File: src/rtl/dice_pkg.sv
// Shared die encodings, controller FSM states and side-count helper for dice_roller
// and dice_roll_controller.
package dice_pkg;

    typedef enum logic [1:0] {
        D4  = 2'b00,
        D6  = 2'b01,
        D8  = 2'b10,
        D20 = 2'b11
    } die_e;

    typedef enum logic [2:0] {
        S_IDLE,
        S_HOLD,
        S_SETTLE,
        S_SAMPLE,
        S_DONE
    } ctrl_state_e;

    function automatic logic [7:0] die_sides(input die_e die);
        case (die)
            D4:      return 8'd4;
            D6:      return 8'd6;
            D8:      return 8'd8;
            default: return 8'd20;
        endcase
    endfunction

endpackage

File: src/rtl/dice_roll_accum.sv
// Sum/min/max accumulator for sampled rolls. With DICE_RANGE_CHECK_EN defined, an
// out-of-range sample sets a sticky roll_err; otherwise roll_err is tied low.
module dice_roll_accum
    import dice_pkg::*;
#(
    parameter int SUM_W = 12
) (
    input  logic             i_clk,
    input  logic             i_rst,
    input  logic             i_clear,
    input  logic             i_zero_min,
    input  logic             i_sample,
`ifdef DICE_RANGE_CHECK_EN
    input  die_e             i_die,
`endif
    input  logic [7:0]       i_value,
    output logic [SUM_W-1:0] o_sum,
    output logic [7:0]       o_min,
    output logic [7:0]       o_max,
    output logic             o_roll_err
);

    logic [SUM_W-1:0] r_sum;
    logic [7:0]       r_min;
    logic [7:0]       r_max;

    always_ff @(posedge i_clk or posedge i_rst) begin
        if (i_rst) begin
            r_sum <= '0;
            r_min <= '0;
            r_max <= '0;
        end else if (i_clear) begin
            // An empty request reports min as 0 rather than the FF seed.
            r_sum <= '0;
            r_min <= i_zero_min ? 8'h00 : 8'hFF;
            r_max <= '0;
        end else if (i_sample) begin
            r_sum <= r_sum + SUM_W'(i_value);
            if (i_value < r_min) r_min <= i_value;
            if (i_value > r_max) r_max <= i_value;
        end
    end

`ifdef DICE_RANGE_CHECK_EN
    logic r_roll_err;
    logic w_out_of_range;

    assign w_out_of_range = (i_value == 8'd0) || (i_value > die_sides(i_die));

    always_ff @(posedge i_clk or posedge i_rst) begin
        if (i_rst) begin
            r_roll_err <= 1'b0;
        end else if (i_clear) begin
            r_roll_err <= 1'b0;
        end else if (i_sample && w_out_of_range) begin
            r_roll_err <= 1'b1;
        end
    end

    assign o_roll_err = r_roll_err;
`else
    assign o_roll_err = 1'b0;
`endif

    assign o_sum = r_sum;
    assign o_min = r_min;
    assign o_max = r_max;

endmodule

File: src/rtl/dice_roll_controller.sv
// Sequences N roll/settle/sample cycles against a dice_roller and reports sum/min/max
// with a done pulse. DICE_RANGE_CHECK_EN enables the sticky roll_err range check.
module dice_roll_controller
    import dice_pkg::*;
#(
    parameter int ROLL_HOLD_CYCLES = 10,
    parameter int SETTLE_CYCLES    = 2,
    parameter int CNT_W            = 4,
    parameter int SUM_W            = 12
) (
    input  logic             clk,
    input  logic             reset,
    input  logic             req_valid,
    output logic             req_ready,
    input  logic [1:0]       req_die,
    input  logic [CNT_W-1:0] req_count,
    output logic [1:0]       die_select,
    output logic             roll,
    input  logic [7:0]       rolled_number,
    output logic             busy,
    output logic             done,
    output logic [SUM_W-1:0] sum,
    output logic [7:0]       min_val,
    output logic [7:0]       max_val,
    output logic             roll_err
);

    localparam int TMR_MAX = (ROLL_HOLD_CYCLES > SETTLE_CYCLES) ? ROLL_HOLD_CYCLES : SETTLE_CYCLES;
    localparam int TMR_W   = $clog2(TMR_MAX + 1);

    ctrl_state_e      r_state;
    ctrl_state_e      w_state_next;
    logic [TMR_W-1:0] r_timer;
    logic [CNT_W-1:0] r_remaining;
    die_e             r_die;
    logic             r_roll;
    logic             r_done;

    logic w_accept;
    logic w_start_hold;
    logic w_start_settle;
    logic w_sample;
    logic w_zero_count;

    always_ff @(posedge clk or posedge reset) begin
        if (reset) r_state <= S_IDLE;
        else       r_state <= w_state_next;
    end

    always_comb begin
        w_state_next   = r_state;
        w_accept       = 1'b0;
        w_start_hold   = 1'b0;
        w_start_settle = 1'b0;
        w_sample       = 1'b0;
        w_zero_count   = (req_count == '0);
        case (r_state)
            S_IDLE: begin
                if (req_valid) begin
                    w_accept = 1'b1;
                    if (w_zero_count) begin
                        w_state_next = S_DONE;
                    end else begin
                        w_state_next = S_HOLD;
                        w_start_hold = 1'b1;
                    end
                end
            end
            S_HOLD: begin
                if (r_timer == '0) begin
                    w_state_next   = S_SETTLE;
                    w_start_settle = 1'b1;
                end
            end
            S_SETTLE: begin
                if (r_timer == '0) w_state_next = S_SAMPLE;
            end
            S_SAMPLE: begin
                w_sample = 1'b1;
                if (r_remaining == CNT_W'(1)) begin
                    w_state_next = S_DONE;
                end else begin
                    w_state_next = S_HOLD;
                    w_start_hold = 1'b1;
                end
            end
            S_DONE: begin
                // DONE lingers until the pulse has been emitted; a zero-count request
                // spends its first DONE cycle with done still low.
                if (r_done) w_state_next = S_IDLE;
            end
            default: w_state_next = S_IDLE;
        endcase
    end

    always_ff @(posedge clk or posedge reset) begin
        if (reset) begin
            r_timer     <= '0;
            r_remaining <= '0;
            r_die       <= D4;
            r_roll      <= 1'b0;
            r_done      <= 1'b0;
        end else begin
            r_done <= (r_state != S_IDLE) && (w_state_next == S_DONE) && !r_done;
            if (w_accept) begin
                r_die       <= die_e'(req_die);
                r_remaining <= req_count;
            end
            if (w_sample) r_remaining <= r_remaining - CNT_W'(1);
            if (w_start_hold) begin
                r_timer <= TMR_W'(ROLL_HOLD_CYCLES - 1);
                r_roll  <= 1'b1;
            end else if (w_start_settle) begin
                r_timer <= TMR_W'(SETTLE_CYCLES - 1);
                r_roll  <= 1'b0;
            end else if (r_timer != '0) begin
                r_timer <= r_timer - TMR_W'(1);
            end
        end
    end

    dice_roll_accum #(
        .SUM_W(SUM_W)
    ) u_accum (
        .i_clk      (clk),
        .i_rst      (reset),
        .i_clear    (w_accept),
        .i_zero_min (w_zero_count),
        .i_sample   (w_sample),
`ifdef DICE_RANGE_CHECK_EN
        .i_die      (r_die),
`endif
        .i_value    (rolled_number),
        .o_sum      (sum),
        .o_min      (min_val),
        .o_max      (max_val),
        .o_roll_err (roll_err)
    );

    assign req_ready  = (r_state == S_IDLE);
    assign busy       = !req_ready;
    assign done       = r_done;
    assign roll       = r_roll;
    assign die_select = r_die;

endmodule
File: config.mk
export PLATFORM = sky130hd
export DESIGN_NAME = dice_roll_controller
export DESIGN_NICKNAME = d
export VERILOG_FILES = /design/src/rtl/dice_pkg.sv /design/src/rtl/dice_roll_accum.sv /design/src/rtl/dice_roll_controller.sv
export SDC_FILE = /design/constraint.sdc
export NUM_CORES = 1
export LEC_CHECK = 0
export BUFFER_PORTS_ARGS = -buffer_cell sky130_fd_sc_hd__buf_2
export CORE_ASPECT_RATIO = 1.75
export CORE_MARGIN = 2
export CORE_UTILIZATION = 30
export DETAILED_ROUTE_END_ITERATION = 10
export PLACE_DENSITY_LB_ADDON = 0.15
export SKIP_CTS_REPAIR_TIMING = 1
export SKIP_LAST_GASP = 1
export SLEW_MARGIN = 20
export SYNTH_ARGS = -nofsm -noshare
export SYNTH_HDL_FRONTEND = slang
export SYNTH_SLANG_ARGS = --single-unit
File: constraint.sdc
create_clock -name clk -period 2.3 [get_ports clk]
set_input_delay 0.115 -clock clk [delete_from_list [all_inputs] [get_ports clk]]
set_output_delay 0.115 -clock clk [all_outputs]
set_load 0.05 [all_outputs]
-- After elaboration in Yosys (flattened, before gate mapping)
Cells that the tools add are included.
- $mul: 0
- bitwise logic cells: 0
- shifts and indexed selects: 0
- mux-type cells: 32
- eq/ne operators: 6
- divide/modulo/power cells: 0
- order comparisons: 2
- reductions and logical operators: 16
- $add $sub $neg: 3
- operators by type and width (cell ; number):
    $mux 8 ; 7
    $mux 12 ; 2
    $mux 4 ; 5
    $mux 3 ; 6
    $pmux 3 s5 ; 1
    $add 12x8->12 ; 1
    $mux 1 ; 10
    $gt 8x8->1 ; 1
    $logic_not 4->1 ; 2
    $lt 8x8->1 ; 1
    $reduce_bool 2->1 ; 4
    $sub 4x1->4 const B ; 2
    $eq 3x2->1 const B ; 2
    $eq 3x3->1 const B ; 2
    $reduce_bool 3->1 ; 2
    $eq 4x1->1 const B ; 1
    $reduce_and 2->1 ; 2
    $reduce_bool 4->1 ; 1
    $eq 3x1->1 const B ; 1
    $logic_not 3->1 ; 1
    $logic_and 1x1->1 ; 2
    $logic_not 1->1 ; 2
    $pmux 1 s2 ; 1
- memories: 0
- bits in registers: 43
- bits in writable memories: 0
- bits in latches: 0
- memory bits (read-only): 0

-- Depth between registers and ports, before layout
Gate-level depths: netlist of the first run.
- depth in word-level cells: 7
- gate-level depth with buffers: 8

-- By module
Synthesis of the first run repeated with hierarchy kept, for this count alone.
- cells, all modules: 295
- area total of the unflattened synthesis: 2771.4 µm²
- modules (own cells, without submodules) (module ; times used ; area an instance (µm²) ; cells each ; seq. area each (µm²)):
    dice_roll_accum ; 1 ; 1959.4 ; 213 ; 700.7
    dice_roll_controller ; 1 ; 812.0 ; 82 ; 375.4

-- Least setup slack after synthesis of the first run
No wires, ideal clock.
- path kind: register to register
- start: register u_accum.r_min[5] (netlist: u_accum.o_min[5])
- end: register u_accum.r_min[0] (netlist: u_accum.o_min[0])
- arrival time: 2.171 ns
- library setup time: 0.126 ns
- cell stages (with the launch flop): 9
- path slack: 0.003 ns
- buffers on the path: 1
- path through: dfrtp_1 -> inv_1 -> ha_1 -> a211o_1 -> a211oi_1 -> o31a_1 -> clkbuf_2 -> nor2_2 -> a221o_1
- longest elaborated chain between the ends: 3
- ends and longest elaborated chain (what ; RTL line ; RTL):
    start, declared ; dice_roll_accum.sv:24 ; logic [7:0] r_min;
    start signal, assigned ; dice_roll_accum.sv:35 ; r_min <= i_zero_min ? 8'h00 : 8'hFF;
    start signal, assigned ; dice_roll_accum.sv:39 ; if (i_value < r_min) r_min <= i_value;
    $lt 8x8->1 ; dice_roll_accum.sv:39 ;
    $reduce_bool 2->1 (no source line) ; n/a ;
    $reduce_and 2->1 (no source line) ; n/a ;
Every way passes these cells.
A chain may end at the register's enable or synchronous reset.

-- Worst setup path after layout of the first run
- start: register u_accum.r_sum[0] (netlist: u_accum.o_sum[0])
- end: register u_accum.r_sum[10] (netlist: u_accum.o_sum[10])
- longest elaborated chain between the ends: 3
- ends and longest elaborated chain (what ; RTL line ; RTL):
    start, declared ; dice_roll_accum.sv:23 ; logic [SUM_W-1:0] r_sum;
    start signal, assigned ; dice_roll_accum.sv:38 ; r_sum <= r_sum + SUM_W'(i_value);
    $add 12x8->12 ; dice_roll_accum.sv:38 ;
    $mux 12 ; dice_roll_accum.sv:37 ; end else if (i_sample) begin
    $mux 12 ; dice_roll_accum.sv:32 ; end else if (i_clear) begin
Every way passes these cells. The select of a mux whose other input is x is not followed.

==> results of run 1 <==
[tightest hold or removal path: stages]
cell,delay [ns]
buf_2,0.07
nand2_1,0.04
nand2_1,0.04
[cells in the final DEF, fill, tap and decap left out, types with 3 or more instances in the layout]
| cell | instances |
|---|---|
| o211ai_1 | 3 |
| dfrtp_1 | 43 |
| o21a_1 | 3 |
| ha_1 | 27 |
| nand4_1 | 4 |
| xor2_1 | 3 |
| nor2b_1 | 4 |
| a211oi_1 | 5 |
| a21oi_1 | 22 |
| buf_4 | 15 |
| nor3_1 | 4 |
| a221o_1 | 8 |
| a21o_1 | 3 |
| a31oi_1 | 3 |
| or3_1 | 7 |
| inv_1 | 21 |
| nand3_1 | 11 |
| o21ai_0 | 30 |
| nand2_1 | 26 |
| nor2_1 | 12 |
| buf_2 | 50 |
| clkbuf_16 | 5 |
| nor3b_1 | 3 |
[cell type report]
cell class                      instances  area share (%)
Multi-Input combinational cell        209            44.2
Clock inverter                          1           0.913
Tap cell                              117            4.45
Sequential cell                        43            32.7
Timing Repair Buffer                   66            11.3
Inverter                               22            2.51
Clock buffer                            6            3.92
[flip-flops by register name (all words and copies together), names as in the netlist]
| register | flops |
|---|---|
| u_accum.o_sum | 12 |
| u_accum.o_max | 8 |
| u_accum.o_min | 8 |
| r_remaining | 4 |
| r_timer | 4 |
| r_state | 3 |
| die_select | 2 |
| done | 1 |
| roll | 1 |
[power by group through the flow]
stage                     Sequential, uW  Combinational, uW  Clock (uW)
final                               1330               2880         803
after global placement              1340               2850           0
after global routing                1380               3180         853
after floorplan                     2100               1380           0
after detailed placement            1350               2880           0
after CTS                           1340               2890         825
[per-stage QoR]
step / util (%) / cell area [um^2]
final: 38.2 / 3290
after global routing: 38.2 / 3290
after CTS: 37.9 / 3270
after detailed placement: 36.1 / 3110
after global placement: 36.1 / 3110
after floorplan: - / 2650
[how the worst min path moves through the flow]
stage,slack [ns],endpoint,cells past startpoint,from
6_report,0.02,die_select[1],3,req_die[1]
3_5_place_dp,0.14,r_timer[2],2,reset
2_1_floorplan,0.22,die_select[0],2,req_die[0]
5_1_grt,0.03,die_select[1],3,req_die[1]
4_1_cts,-0.17,u_accum.o_min[5],2,reset
3_3_place_gp,0.13,r_timer[2],2,reset
[cell families (layout without fill, tap and decap cells)]
family          after synthesis  count (layout)  synth area share, %
simple gates                 83              83                 16.5
compound gates               90              90                 21.5
mux                           2               2                0.755
fa+ha+maj                    28              28                 13.5
xor+xnor                      5               5                 1.65
other cells                   1               1                0.141
flops                        43              43                 40.6
buf+inv                      32              95                 5.38
[layer usage]
layer / vias up / routed length, um / part of all wire (%)
met2: 56 / 3950 / 55
met1: 1145 / 2700 / 38
met4: 0 / 250 / 3.5
met3: 13 / 289 / 4.0
met5: - / 0 / 0
li1: 1156 / - / -
==> run_results.csv, run 1 <==
group,metric,value,unit
run_status,status,"complete, no violations",
power,seqPwrFrac,26.6,%
worst_setup_path,crit_chain,"ha_1 -> fa_1 -> a211oi_2 -> o21ai_0 -> a31oi_2 -> o21ai_0 -> a21oi_1",
worst_setup_path,reg2reg_depth,7,
global_routing,grt-busiest-layer,"met2",
logic_synthesis,synth_ff_type,"dfrtp_1",
worst_setup_path,cp_slowest_stage_delay,0.44,ns
logic_synthesis,synth_edf_count,0,
route,ant_nets,0,
timing,clock_skew,0.00672,ns
worst_setup_path,cp-end-kind,"register",
place,place_inst,456,
cells_and_area,seqCellArea,0.00108,mm^2
cells_and_area,final_cells,464,
worst_setup_path,cp.required,2.51,ns
power,internal-power,2530,uW
power,sw_frac_of_total,49.4,%
worst_setup_path,r2r-end,"u_accum.o_sum[10]",
cells_and_area,n_fill_cell,913,
floorplanning,start_util,30.8,%
place,gp_congestion,0.895,
route,wl_per_cell,15.5,um
route,drt-initial-drc-count,106,
cts,cts_tree,"yes",
logic_synthesis,synth_seq_cells,43,
cts,htreeDepth,2,
place,io_buffer_count,50,
place,place_ws,0.121,ns
global_routing,track_usage,16.0,%
timing,fin_ws,0.197,ns
timing,max_freq,475,MHz
power,ir_drop,0.000824,V
route,drc,0,
floorplanning,die_h,128,um
global_routing,grt_max_degree,19,
logic_synthesis,synth_common_cells,"43 x dfrtp_1, 30 x o21ai_0, 27 x ha_1, 26 x nand2_1",
logic_synthesis,synth_area_leader_cell,"dfrtp_1",
logic_synthesis,yosysWarnings,0,
timing,slew_violations,0,
timing,relSlewSlack,55.9,%
worst_setup_path,endpoint,"u_accum.o_sum[10]",
floorplanning,ios,52,
cts,clock_latency,0.29,ns
cells_and_area,drive_gt1_share,22.8,%
route,firstDrtPassIters,4,
cts,cts_sinks,43,
worst_hold_path,hp-class,"input port to register",
timing,finalHoldViolCount,0,
floorplanning,dieArea,0.00964,mm^2
global_routing,met1_usage,17.6,%
worst_setup_path,crit_start,"u_accum.o_sum[0]",
worst_setup_path,cp.depth,7,
worst_setup_path,cp_max_fo,4,
timing,post-route-period-util,91.5,%
worst_setup_path,r2r_setup_slack,0.20,ns
timing,setup_tns,0,ns
logic_synthesis,synthTopCellsByArea,"dfrtp_1 41%, ha_1 13%, o21ai_0 5.7%, a21oi_1 4.2%, nand2_1 3.7%",
place,dpl.hpwl,5620,um
cts,root_buffer,"clkbuf_16",
run,max-cap-violations,0,
floorplanning,fp.dieW,75.1,um
logic_synthesis,async_reset_ff_share,100,%
power,p_leak,0.00159,uW
floorplanning,coreArea,0.00861,mm^2
logic_synthesis,syn_inst,284,
timing,worstMarginPinSlew,0.659,ns
logic_synthesis,synth_area,0.00265,mm^2
power,pwr-share-clk,16.0,%
power,p_per_area,1520,mW/mm^2
global_routing,gr-usage-met2,28.6,%
worst_setup_path,path_common_cell,"o21ai_0",
floorplanning,placementRows,45,
worst_setup_path,slowest_stage,"fa_1",
timing,setup_violations,0,
route,routed_wl,7190,um
global_routing,use_met3,2.82,%
worst_setup_path,critPathBufInv,0,
cells_and_area,area_delta_synth_final,24.1,%
logic_synthesis,netlist-cell-type-count,48,
logic_synthesis,ys_seq_area_share,40.6,%
route,vias,2370,
worst_setup_path,path_delay_family,"compound AO/OA/AOI/OAI gates",
power,p_total,5010,uW
cts,path_clk_slew,0.06,ns
cts,numCtsBuffers,5,
global_routing,overflow,0,
worst_setup_path,r2r_start,"u_accum.o_sum[0]",
route,via_per_inst,5.11,
logic_synthesis,syn_nets,329,
global_routing,grt_pass1_vias,2378,
cts,cts_buffer_depth,2,
power,p_comb_share,57.4,%
logic_synthesis,synth.most_common_cell,"dfrtp_1",
timing,period_minus_slack,2.10,ns
global_routing,antenna_found_initial,0,
worst_setup_path,cp-start-kind,"register",
global_routing,grt_pass1_wl,11700,um
worst_setup_path,crit_arrival,2.31,ns
logic_synthesis,yosysTopAreaCellShare,40.6,%
cells_and_area,nNetsFinal,392,
cells_and_area,n_antenna_cell,0,
logic_synthesis,avgSynthCellArea,9.34,um^2
power,p_switching,2480,uW
timing,worst_hold_slack,0.0213,ns
cells_and_area,multi_input_area,0.00145,mm^2
worst_setup_path,crit_type,"register to register",
timing,rsz0062_at_grt,"false",
No activity file was read; power rests on OpenSTA's default activity.
==> inputs of run 2 (changes only) <==
Settings changed: CORE_UTILIZATION 30 to 55, RECOVER_POWER set to 25.
==> run_results.csv, run 2 (synthesis gave the netlist of run 1 again) <==
group,metric,value,unit
run_status,status,"complete, no violations",
cts,cts_buffer_depth,2,
timing,fin_ws,0.220,ns
place,place_ws,0.0779,ns
worst_setup_path,path_delay_family,"compound AO/OA/AOI/OAI gates",
worst_setup_path,crit_arrival,2.32,ns
global_routing,grt_pass1_vias,2331,
cts,cts_sinks,43,
global_routing,grt_pass1_wl,10300,um
global_routing,overflow,0,
cells_and_area,design_area,0.00318,mm^2
worst_setup_path,critPathBufInv,0,
cts,cts_tree,"yes",
worst_setup_path,reg2reg_depth,7,
cells_and_area,multi_input_area,0.00145,mm^2
timing,finalHoldViolCount,0,
cells_and_area,area_delta_synth_final,19.8,%
worst_hold_path,hp-class,"input port to register",
place,place_area,0.00301,mm^2
run,max-cap-violations,0,
place,dpl.hpwl,4720,um
route,vias,2340,
place,io_buffer_count,50,
floorplanning,start_util,56.8,%
cells_and_area,layout_common_cells,"50 x buf_2, 43 x dfrtp_1, 30 x o21ai_0, 27 x ha_1, 26 x nand2_1",
floorplanning,ios,52,
route,routed_wl,6170,um
route,via_per_inst,5.86,
timing,relSlewSlack,18.6,%
route,drc,0,
power,ir_drop,0.00103,V
floorplanning,die_h,95.8,um
cts,htreeDepth,2,
worst_setup_path,cp-start-kind,"register",
cts,root_buffer,"clkbuf_8",
power,p_leak,0.00156,uW
cells_and_area,final_common_cell,"buf_2",
timing,slew_violations,0,
worst_setup_path,cp.depth,7,
route,ant_nets,0,
cts,numCtsBuffers,5,
timing,period_minus_slack,2.08,ns
cells_and_area,utilization,68.1,%
timing,setup_violations,0,
power,p_per_area,1540,mW/mm^2
worst_setup_path,cp-end-kind,"register",
floorplanning,dieArea,0.00541,mm^2
timing,worstMarginPinSlew,1.22,ns
timing,rsz0062_at_grt,"false",
timing,setup_tns,0,ns
worst_hold_path,whs_path_depth,3,
cts,clock_latency,0.31,ns
global_routing,grt_max_degree,23,
worst_setup_path,cp_slowest_stage_delay,0.44,ns
timing,worst_hold_slack,0.0467,ns
global_routing,antenna_found_initial,0,
cells_and_area,n_fill_cell,394,
place,gp_congestion,0.825,
worst_setup_path,slowest_stage,"fa_1",
worst_setup_path,crit_chain,"ha_1 -> fa_1 -> a211oi_2 -> o21ai_0 -> a31oi_2 -> o21ai_0 -> a21oi_1",
timing,max_freq,481,MHz
cells_and_area,nNetsFinal,391,
floorplanning,coreArea,0.00467,mm^2
floorplanning,fp.dieW,56.5,um
cells_and_area,seqCellArea,0.00108,mm^2
cells_and_area,drive_gt1_share,21.6,%
worst_setup_path,cp.required,2.54,ns
worst_setup_path,cp_max_fo,4,
worst_setup_path,path_common_cell,"o21ai_0",
route,wl_per_cell,15.5,um
global_routing,track_usage,24.4,%
cells_and_area,largest_reg_flops,12,
cells_and_area,n_antenna_cell,0,
timing,clock_skew,0.00700,ns
cts,path_clk_slew,0.09,ns
floorplanning,placementRows,33,
worst_setup_path,crit_type,"register to register",
timing,post-route-period-util,90.4,%
route,drt-initial-drc-count,60,
route,firstDrtPassIters,4,
-- run 2: cell count changes in the layout (fill, tap and decap cells not counted), sizes merged --
cell	change
buf	-5
dlygate4sd3	+2
bufinv	+1
clkbuf	+1
clkinvlp	+1
-- run 2: power breakdown --
group          leakage (uW)  switching [uW]  internal (uW)  total, uW
registers          0.000548             240           1080       1320
logic              0.000952            1920            927       2840
clock network     0.0000644             284            433        717
-- run 2: area by class of cell --
type,count,area share (%)
multi-input combinational,209,45.7
sequential,43,33.9
timing repair buffer,65,11.4
inverter,22,2.60
clock buffer,5,2.17
clock inverter,3,2.13
tap,52,2.05
-- run 2: metal layers --
metal / vias to the layer above / part of all wire [%] / global-route usage, %
li1: 1145 / - / -
met1: 1142 / 41 / 25.8
met2: 45 / 55 / 46.2
met3: 8 / 3.1 / 4.17
met4: 0 / 1.4 / 10.9
met5: - / 0 / 0
-- run 2: path summary, 6_finish.rpt --
check | start | endpoint | slack [ns]
setup / recovery | u_accum.o_sum[0] | u_accum.o_sum[10] | 0.22
hold / removal | req_count[2] | r_remaining[2] | 0.05
setup reg to reg | u_accum.o_sum[0] | u_accum.o_sum[10] | 0.22
hold reg to reg | r_state[2] | r_state[1] | 0.47
max in group asynchronous | reset | u_accum.o_max[0] | 0.82
min in group asynchronous | reset | r_remaining[3] | 0.74
-- run 2: stage by stage --
step | total power, uW | cells
floorplan | 3480 | 284
global placement | 4110 | 388
detailed placement | 4180 | 388
CTS | 4900 | 396
global route | 5240 | 399
finish | 4880 | 399
-- run 2: tightest hold or removal path, stage by stage --
cell and delay, ns:
buf_2 0.08, nand2_1 0.04, o211ai_1 0.07
